<file path="src/rtl/uart_cmd_bus_master.sv">
// rtl/uart_cmd_bus_master.sv - UART command parser driving single bus cycles on the SRAM bridge
//
// Purpose: decodes framed commands from the UART RX byte stream into one bus
// access each. 'W' AH AL D writes D to {AH,AL}. 'R' AH AL reads {AH,AL} and
// returns the data as one TX byte. Bytes that are not a command byte are
// ignored while idle, which lets the parser resynchronise to the frame boundary.
//
// Ports:
//   clk50_dup        in   system clock
//   rst              in   asynchronous reset, active-high
//   rx_data[7:0]     in   received UART byte
//   rx_valid         in   1-cycle strobe, rx_data valid
//   tx_data[7:0]     out  reply byte, stable while tx_valid
//   tx_valid         out  reply byte valid, held until tx_ready
//   tx_ready         in   transmitter accepts tx_data
//   uart_address     out  bus address (register)
//   uart_write_data  out  bus write data (register)
//   uart_read_data   in   bus read data, READ_LATENCY cycles after grant
//   uart_write       out  bus write strobe
//   uart_read        out  bus read strobe
//   uart_req         out  bus access request
//   uart_gnt         in   bus grant
//   rx_drop          out  pulse, rx byte discarded while a command executes
//   cmd_timeout      out  pulse, partial command abandoned after TIMEOUT idle cycles

module uart_cmd_bus_master #(
  parameter int READ_LATENCY = 2,
  parameter int RL_W         = 2,
  parameter int TIMEOUT      = 50000,
  parameter int TIMEOUT_W    = 16
) (
  input  logic        clk50_dup,
  input  logic        rst,
  input  logic [7:0]  rx_data,
  input  logic        rx_valid,
  output logic [7:0]  tx_data,
  output logic        tx_valid,
  input  logic        tx_ready,
  output logic [15:0] uart_address,
  output logic [7:0]  uart_write_data,
  input  logic [7:0]  uart_read_data,
  output logic        uart_write,
  output logic        uart_read,
  output logic        uart_req,
  input  logic        uart_gnt,
  output logic        rx_drop,
  output logic        cmd_timeout
);

  localparam logic [7:0] CMD_WRITE = 8'h57;
  localparam logic [7:0] CMD_READ  = 8'h52;

  typedef enum logic [2:0] {
    S_IDLE, S_ADDR_H, S_ADDR_L, S_DATA, S_BUS_WR, S_BUS_RD, S_RD_WAIT, S_TX
  } state_t;

  state_t               r_state;
  logic                 r_is_wr;
  logic [TIMEOUT_W-1:0] r_to_cnt;
  logic [RL_W-1:0]      r_rl_cnt;
  logic [15:0]          r_addr;
  logic [7:0]           r_wdata;
  logic [7:0]           r_tx_data;

  logic w_in_cmd;
  logic w_busy;
  logic w_to_expire;

  // States that are collecting bytes of a frame and therefore run the timeout.
  assign w_in_cmd = (r_state == S_ADDR_H) || (r_state == S_ADDR_L) || (r_state == S_DATA);
  // States that cannot accept a byte: a bus cycle or reply is in flight.
  assign w_busy   = (r_state == S_BUS_WR) || (r_state == S_BUS_RD) ||
                    (r_state == S_RD_WAIT) || (r_state == S_TX);
  // A byte in the expiry cycle takes priority over the timeout.
  assign w_to_expire = w_in_cmd && !rx_valid && (r_to_cnt == TIMEOUT_W'(TIMEOUT - 1));

  // Bus strobes and tx_valid are decoded straight from the state register so
  // they can never be asserted outside their own states.
  assign uart_req        = (r_state == S_BUS_WR) || (r_state == S_BUS_RD);
  assign uart_write      = (r_state == S_BUS_WR);
  assign uart_read       = (r_state == S_BUS_RD);
  assign tx_valid        = (r_state == S_TX);
  assign rx_drop         = rx_valid && w_busy;
  assign cmd_timeout     = w_to_expire;
  assign uart_address    = r_addr;
  assign uart_write_data = r_wdata;
  assign tx_data         = r_tx_data;

  always_ff @(posedge clk50_dup or posedge rst) begin
    if (rst) begin
      r_state   <= S_IDLE;
      r_is_wr   <= 1'b0;
      r_to_cnt  <= '0;
      r_rl_cnt  <= '0;
      r_addr    <= '0;
      r_wdata   <= '0;
      r_tx_data <= '0;
    end else begin
      // Counter restarts on every accepted byte, so each gap is timed separately.
      if (w_in_cmd && !rx_valid && !w_to_expire) begin
        r_to_cnt <= r_to_cnt + 1'b1;
      end else begin
        r_to_cnt <= '0;
      end

      case (r_state)
        S_IDLE: begin
          if (rx_valid && rx_data == CMD_WRITE) begin
            r_is_wr <= 1'b1;
            r_state <= S_ADDR_H;
          end else if (rx_valid && rx_data == CMD_READ) begin
            r_is_wr <= 1'b0;
            r_state <= S_ADDR_H;
          end
        end
        S_ADDR_H: begin
          if (rx_valid) begin
            r_addr[15:8] <= rx_data;
            r_state      <= S_ADDR_L;
          end else if (w_to_expire) begin
            r_state <= S_IDLE;
          end
        end
        S_ADDR_L: begin
          if (rx_valid) begin
            r_addr[7:0] <= rx_data;
            r_state     <= r_is_wr ? S_DATA : S_BUS_RD;
          end else if (w_to_expire) begin
            r_state <= S_IDLE;
          end
        end
        S_DATA: begin
          if (rx_valid) begin
            r_wdata <= rx_data;
            r_state <= S_BUS_WR;
          end else if (w_to_expire) begin
            r_state <= S_IDLE;
          end
        end
        S_BUS_WR: begin
          if (uart_gnt) r_state <= S_IDLE;
        end
        S_BUS_RD: begin
          if (uart_gnt) begin
            r_rl_cnt <= '0;
            r_state  <= S_RD_WAIT;
          end
        end
        S_RD_WAIT: begin
          if (r_rl_cnt == RL_W'(READ_LATENCY - 1)) begin
            r_tx_data <= uart_read_data;
            r_state   <= S_TX;
          end else begin
            r_rl_cnt <= r_rl_cnt + 1'b1;
          end
        end
        S_TX: begin
          if (tx_ready) r_state <= S_IDLE;
        end
        default: r_state <= S_IDLE;
      endcase
    end
  end

endmodule
</file>
<file path="config.mk">
export PLATFORM = sky130hd
export DESIGN_NAME = uart_cmd_bus_master
export DESIGN_NICKNAME = d
export VERILOG_FILES = /design/src/rtl/uart_cmd_bus_master.sv
export SDC_FILE = /design/constraint.sdc
export NUM_CORES = 1
export LEC_CHECK = 0
export ABC_CLOCK_PERIOD_IN_PS = 2140
export BUFFER_PORTS_ARGS = -buffer_cell sky130_fd_sc_hd__buf_2
export CORE_UTILIZATION = 40
export CTS_BUF_LIST = sky130_fd_sc_hd__clkbuf_16
export CTS_CLUSTER_SIZE = 10
export DETAILED_ROUTE_END_ITERATION = 8
export GPL_ROUTABILITY_DRIVEN = 1
export PLACE_DENSITY = 0.73
export SYNTH_ARGS = -nofsm -noshare
export SYNTH_HDL_FRONTEND = slang
export SYNTH_SLANG_ARGS = --single-unit
</file>
<file path="constraint.sdc">
create_clock -name clk50_dup -period 2.14 [get_ports clk50_dup]
set_input_delay 0.321 -clock clk50_dup [delete_from_list [all_inputs] [get_ports clk50_dup]]
set_output_delay 0.321 -clock clk50_dup [all_outputs]
set_load 0.01 [all_outputs]
</file>
Word level (Yosys, flattened, before mapping)
Index checks and enable logic that the tools add are counted.
{"block": "word_totals", "regBits": 54, "inputBits": 21, "output_inout_bits": 38, "wordCells": 68}
{"block": "op_classes", "add_sub_neg": 2, "eq_ne": 17, "mux": 18, "n_reduce_logical": 23}
{"operator": "$mux 3", "n": 11}
{"operator": "$pmux 3 s8", "n": 1}
{"operator": "$add 16x1->16 const B", "n": 1}
{"operator": "$eq 16x16->1 const B", "n": 1}
{"operator": "$eq 8x7->1 const B", "n": 2}
{"operator": "$mux 16", "n": 1}
{"operator": "$eq 3x3->1 const B", "n": 4}
{"operator": "$reduce_and 2->1", "n": 5}
{"operator": "$ne 2x1->1 const B", "n": 4}
{"operator": "$eq 3x2->1 const B", "n": 2}
{"operator": "$logic_and 1x1->1", "n": 6}
{"operator": "$logic_or 1x1->1", "n": 5}
{"operator": "$reduce_and 5->1", "n": 1}
{"operator": "$mux 2", "n": 2}
{"operator": "$pmux 2 s2", "n": 1}
{"operator": "$reduce_bool 2->1", "n": 2}
{"operator": "$eq 3x1->1 const B", "n": 1}
{"operator": "$logic_not 3->1", "n": 1}
{"operator": "$ne 3x3->1 const B", "n": 1}
{"operator": "$reduce_and 3->1", "n": 1}
{"operator": "$add 2x1->2 const B", "n": 1}
{"operator": "$eq 2x1->1 const B", "n": 1}
{"operator": "$logic_not 1->1", "n": 2}
{"operator": "$mux 1", "n": 2}
{"operator": "$ne 2x2->1 const B", "n": 1}

Longest topological paths before layout
{"block": "depth", "word_depth": 8, "depth_mapped": 6, "depth_no_buf": 6}

Worst setup path before layout
No wires, ideal clock.
{"block": "synth_path", "path_type": "register -> register", "startpoint": "register r_to_cnt[0]", "endpoint": "register r_to_cnt[10]", "setup_ps": 121, "t_arrival_ps": 1460, "required_ps": 2019, "setup_slack_ps": 558, "path_stages_with_launch": 7, "n_path_buf": 1, "period_less_slack_ps": 1582, "path_cell_list": "dfrtp_1 -> ha_1 -> nand3_1 -> nand4b_1 -> nand3_1 -> buf_2 -> nor2_1"}
{"block": "synth_between", "elab_chain_len": 5, "word_cells_on_any_way": 6, "classes_between": "add/sub (1); eq/ne (1); mux (1); reduce/logical (3)"}
{"item": "start, declared", "line": "59", "text": "logic [TIMEOUT_W-1:0] r_to_cnt;"}
{"item": "start signal, assigned", "line": "101", "text": "r_to_cnt <= r_to_cnt + 1'b1;"}
{"item": "branches (longest 4 deep; another with $add 16x1->16)"}
{"item": "$mux 16 *", "line": "100", "text": "if (w_in_cmd && !rx_valid && !w_to_expire) begin"}
Every way passes the cells marked *.
A chain may end at the register's enable or synchronous reset.

Worst setup path after layout
{"block": "layout_path", "startpoint": "register r_to_cnt[0]", "endpoint": "output cmd_timeout"}
{"block": "layout_between", "elab_chain_len": 2}
{"item": "$eq 16x16->1", "line": "75", "text": "assign w_to_expire = w_in_cmd && !rx_valid && (r_to_cnt == TIMEOUT_W'(TIMEOUT - 1));"}
{"item": "$logic_and 1x1->1", "line": "75"}
{"item": "end, declared", "line": "47", "text": "output logic cmd_timeout"}
No other way between the ends.

==> results.txt <==
Die area: 6435 um^2
Crit path buffers/inverters: 1
Initial antenna violation count: 0
Achievable Freq: 0.5019 GHz
Final slew viol count: 0
Initial Util: 41.34%
Clk root buf: clkbuf_16
Total track usage: 15.94%
Final Wtd Congestion: 0.8092
Yosys warns: 0
Sequential share of the synthesized area: 55.21%
Top delay family on crit path: simple AND/OR/NAND/NOR gates
Largest net degree at the start of global routing: 29
Synth top area share: 55.21%
PortBufs: 58
IR drop worst, VDD: 0.0006610 V
Cell Area, Synth: 2447 um^2
Clock Pin Slew Worst Setup and Hold Paths: 70 ps
Area growth from synthesis to layout: 22.29%
Setup TNS: 0 ps
DR DRC count: 0
Die Height: 80.22 um
Drt initial violations: 85
Total wire length: 4.764 mm
N_diodes: 0
Area fraction in compound gates after synthesis: 4.499%
Clock sinks: 54
Crit path time final: 1993 ps
Syn Inst Count: 209
Synth async-reset ratio: 100.0%
Final hold violation count: 0
GRT overflow: 0
Critical Path Start Type: flip-flop
Worst Skew: 5.389 ps
Reg2reg setup slack: 390 ps
Yosys reg bits: 54
Dpl cells: 339
Routed Antenna Nets: 0
Largest area contributor in the synthesized netlist: dfrtp_1
Mux cell area share after synthesis: 15.59%
TritonCTS clock tree: built
Final Setup Violations: 0
Setup WS post-layout: 147.5 ps
RSZ-0062 raised after global routing: no
Main combinational cell family by area after synthesis: simple AND/OR/NAND/NOR gates
CTS Hold Buffers Added: 0
EDFF count, synth: 0
CTS buffer count: 5
Number of global-route vias before repair: 1742
Core Area: 5921 um^2
Library cells used by synthesis: 39
Syn_nets: 232
Prevailing post-synth register cell: dfrtp_1
Routed len/inst: 13.69 um
CP Capture Type: output port
Hold WS: 89.81 ps
Vias: 1782
Share of cells above drive strength 1: 35.90%
Floorplan die width: 80.22 um
HP Class: input port to async pin
DP Worst Slack: 427.2 ps
Net count, final: 295
Final Util: 50.55%
Setup Crit Path Kind: flip-flop to output port
Data arrival, critical path: 1670 ps
CP Cell Sequence: ha_1 > nand3_1 > nand4b_1 > nor2_1 > buf_2
Slew @ Worst Pin: 602.1 ps
PwrDens: 1232 nW/um^2
Slowest cell on crit path: dfrtp_1
Resized Gates After CTS: 0
Row count: 28
DR vias/cell: 5.121
Adder-cell area share of the yosys netlist: 1.022%
Crit share post-route: 93.11%
Synth Area in XOR/XNOR: 4.652%
Avg Inst Size Synth: 11.71 um^2
Ports: 59
CTS H-tree lvls: 2
Critical-path maximum fanout: 7
Pleak: 1.365 nW
Slew HR: 59.80%
Ranking of synthesized cells by area: dfrtp_1 55%, mux2_2 12%, mux2_1 3.7%, xnor2_1 3.6%, nor2_1 3.5%
Post-Synth Simple-Gate Area: 16.56%
Fin cells: 348
Worst path required time: 1820 ps
Clock Path Buffers: 2
Max cap viols: 0
DP HPWL: 3.441 mm
First-pass GRT wire length: 7.866 mm
Clock Latency Late Sink: 290 ps
Layout filler cell count: 528
Pre-Repair DR Iteration Count: 4
Status: finished, final reports clean
CP max stage delay: 380 ps
-- state kept, by name, summed over array words and instances, names as in the netlist --
register / count
tx_data: 8
r_rl_cnt: 2
r_to_cnt: 16
r_is_wr: 1
uart_write_data: 8
r_state: 3
uart_address: 16
-- path summary, 6_finish.rpt --
check                                      startpoint                     endpoint  depth (start not counted)
worst max-delay path            r_to_cnt[0]$_DFF_PP0_                  cmd_timeout                          5
max in group asynchronous                         rst       r_to_cnt[12]$_DFF_PP0_                          3
worst max register to register  r_to_cnt[0]$_DFF_PP0_        r_to_cnt[8]$_DFF_PP0_                          7
worst min register to register  r_to_cnt[0]$_DFF_PP0_        r_to_cnt[0]$_DFF_PP0_                          1
min in group clk50_dup              uart_read_data[5]       tx_data[5]$_DFFE_PP0P_                          2
worst min-delay path                              rst  uart_address[5]$_DFFE_PP0P_                          2
-- cell families (layout without fill, tap and decap cells) --
family                     count (synthesis)  count (layout)
muxes                                     34              34
and+or+nand+nor                           75              75
DFF                                       54              54
adders and majority gates                  2               2
AOI/OAI and AO/OA                         16              16
buffers and inverters                     15              79
xor gates and xnor gates                  13              13
-- per-layer routing --
| layer | up-vias | track usage (%) | share of wire [%] |
|---|---|---|---|
| met2 | 42 | 27.18 | 49 |
| met5 | - | 0 | 0 |
| li1 | 863 | - | - |
| met1 | 868 | 19.65 | 46 |
| met4 | 0 | 6.429 | 1.9 |
| met3 | 9 | 3.182 | 3.4 |
-- area by class of cell --
type,count,area [um^2],share of cell area (%)
flip-flops and latches,54,1351,45.15
multi-input cells,140,1036,34.62
repair buffers,62,332.8,11.12
clock buffers,5,125.1,4.181
well taps,75,93.84,3.135
inverters,9,33.78,1.129
clock inverters,3,20.02,0.6689
-- metrics by stage --
stage / instance area (um^2) / total power, W
2_1_floorplan: 2447 / 0.002393
3_3_place_gp: 2840 / 0.002860
3_5_place_dp: 2840 / 0.002914
4_1_cts: 2985 / 0.003720
5_1_grt: 2993 / 0.003918
6_report: 2993 / 0.003686
-- cell usage after synthesis, types with 2 or more instances --
cell      instances
nor2_1           23
and3_1            2
xor2_1            3
dfrtp_1          54
mux2_2           25
nor2b_1           3
nor4_1            4
mux2_1            8
and2_1            4
o22ai_1           2
nor4bb_1          3
a21oi_1           2
clkbuf_1          3
buf_2             3
nor3_1            4
nand4_1           3
nand2_1          12
xnor2_1          10
ha_1              2
inv_1             9
nand3_1           9
o21ai_0           4
-- report_power, final --
group | leakage [nW] | switching (W) | internal, W
sequential | 0.677 | 0.000205 | 0.00138
combinational | 0.621 | 0.000665 | 0.000636
clock | 0.0679 | 0.000366 | 0.000434
total | 1.37 | 0.00124 | 0.00245
-- what timing repair did --
item                       in CTS  in global routing
buffers inserted                0                  1
hold endpoints to repair        0                  0
setup endpoints to repair       0                  1
-- layout by cell type (no fill, tap or decap), drive strengths merged, types with 2 or more instances in the layout --
master / netlist / layout
buf: 3 / 62
o21ai: 4 / 4
inv: 9 / 10
ha: 2 / 2
o22ai: 2 / 2
nor2b: 3 / 3
xnor2: 10 / 10
and2: 4 / 4
dfrtp: 54 / 54
a21oi: 2 / 2
and3: 2 / 2
nand2: 12 / 12
mux2: 33 / 33
nor3: 4 / 4
nor2: 23 / 23
nand3: 9 / 9
clkbuf: 3 / 5
nor4: 4 / 4
xor2: 3 / 3
nor4bb: 3 / 3
nand4: 5 / 5
Power figures use the tool's default switching activity.
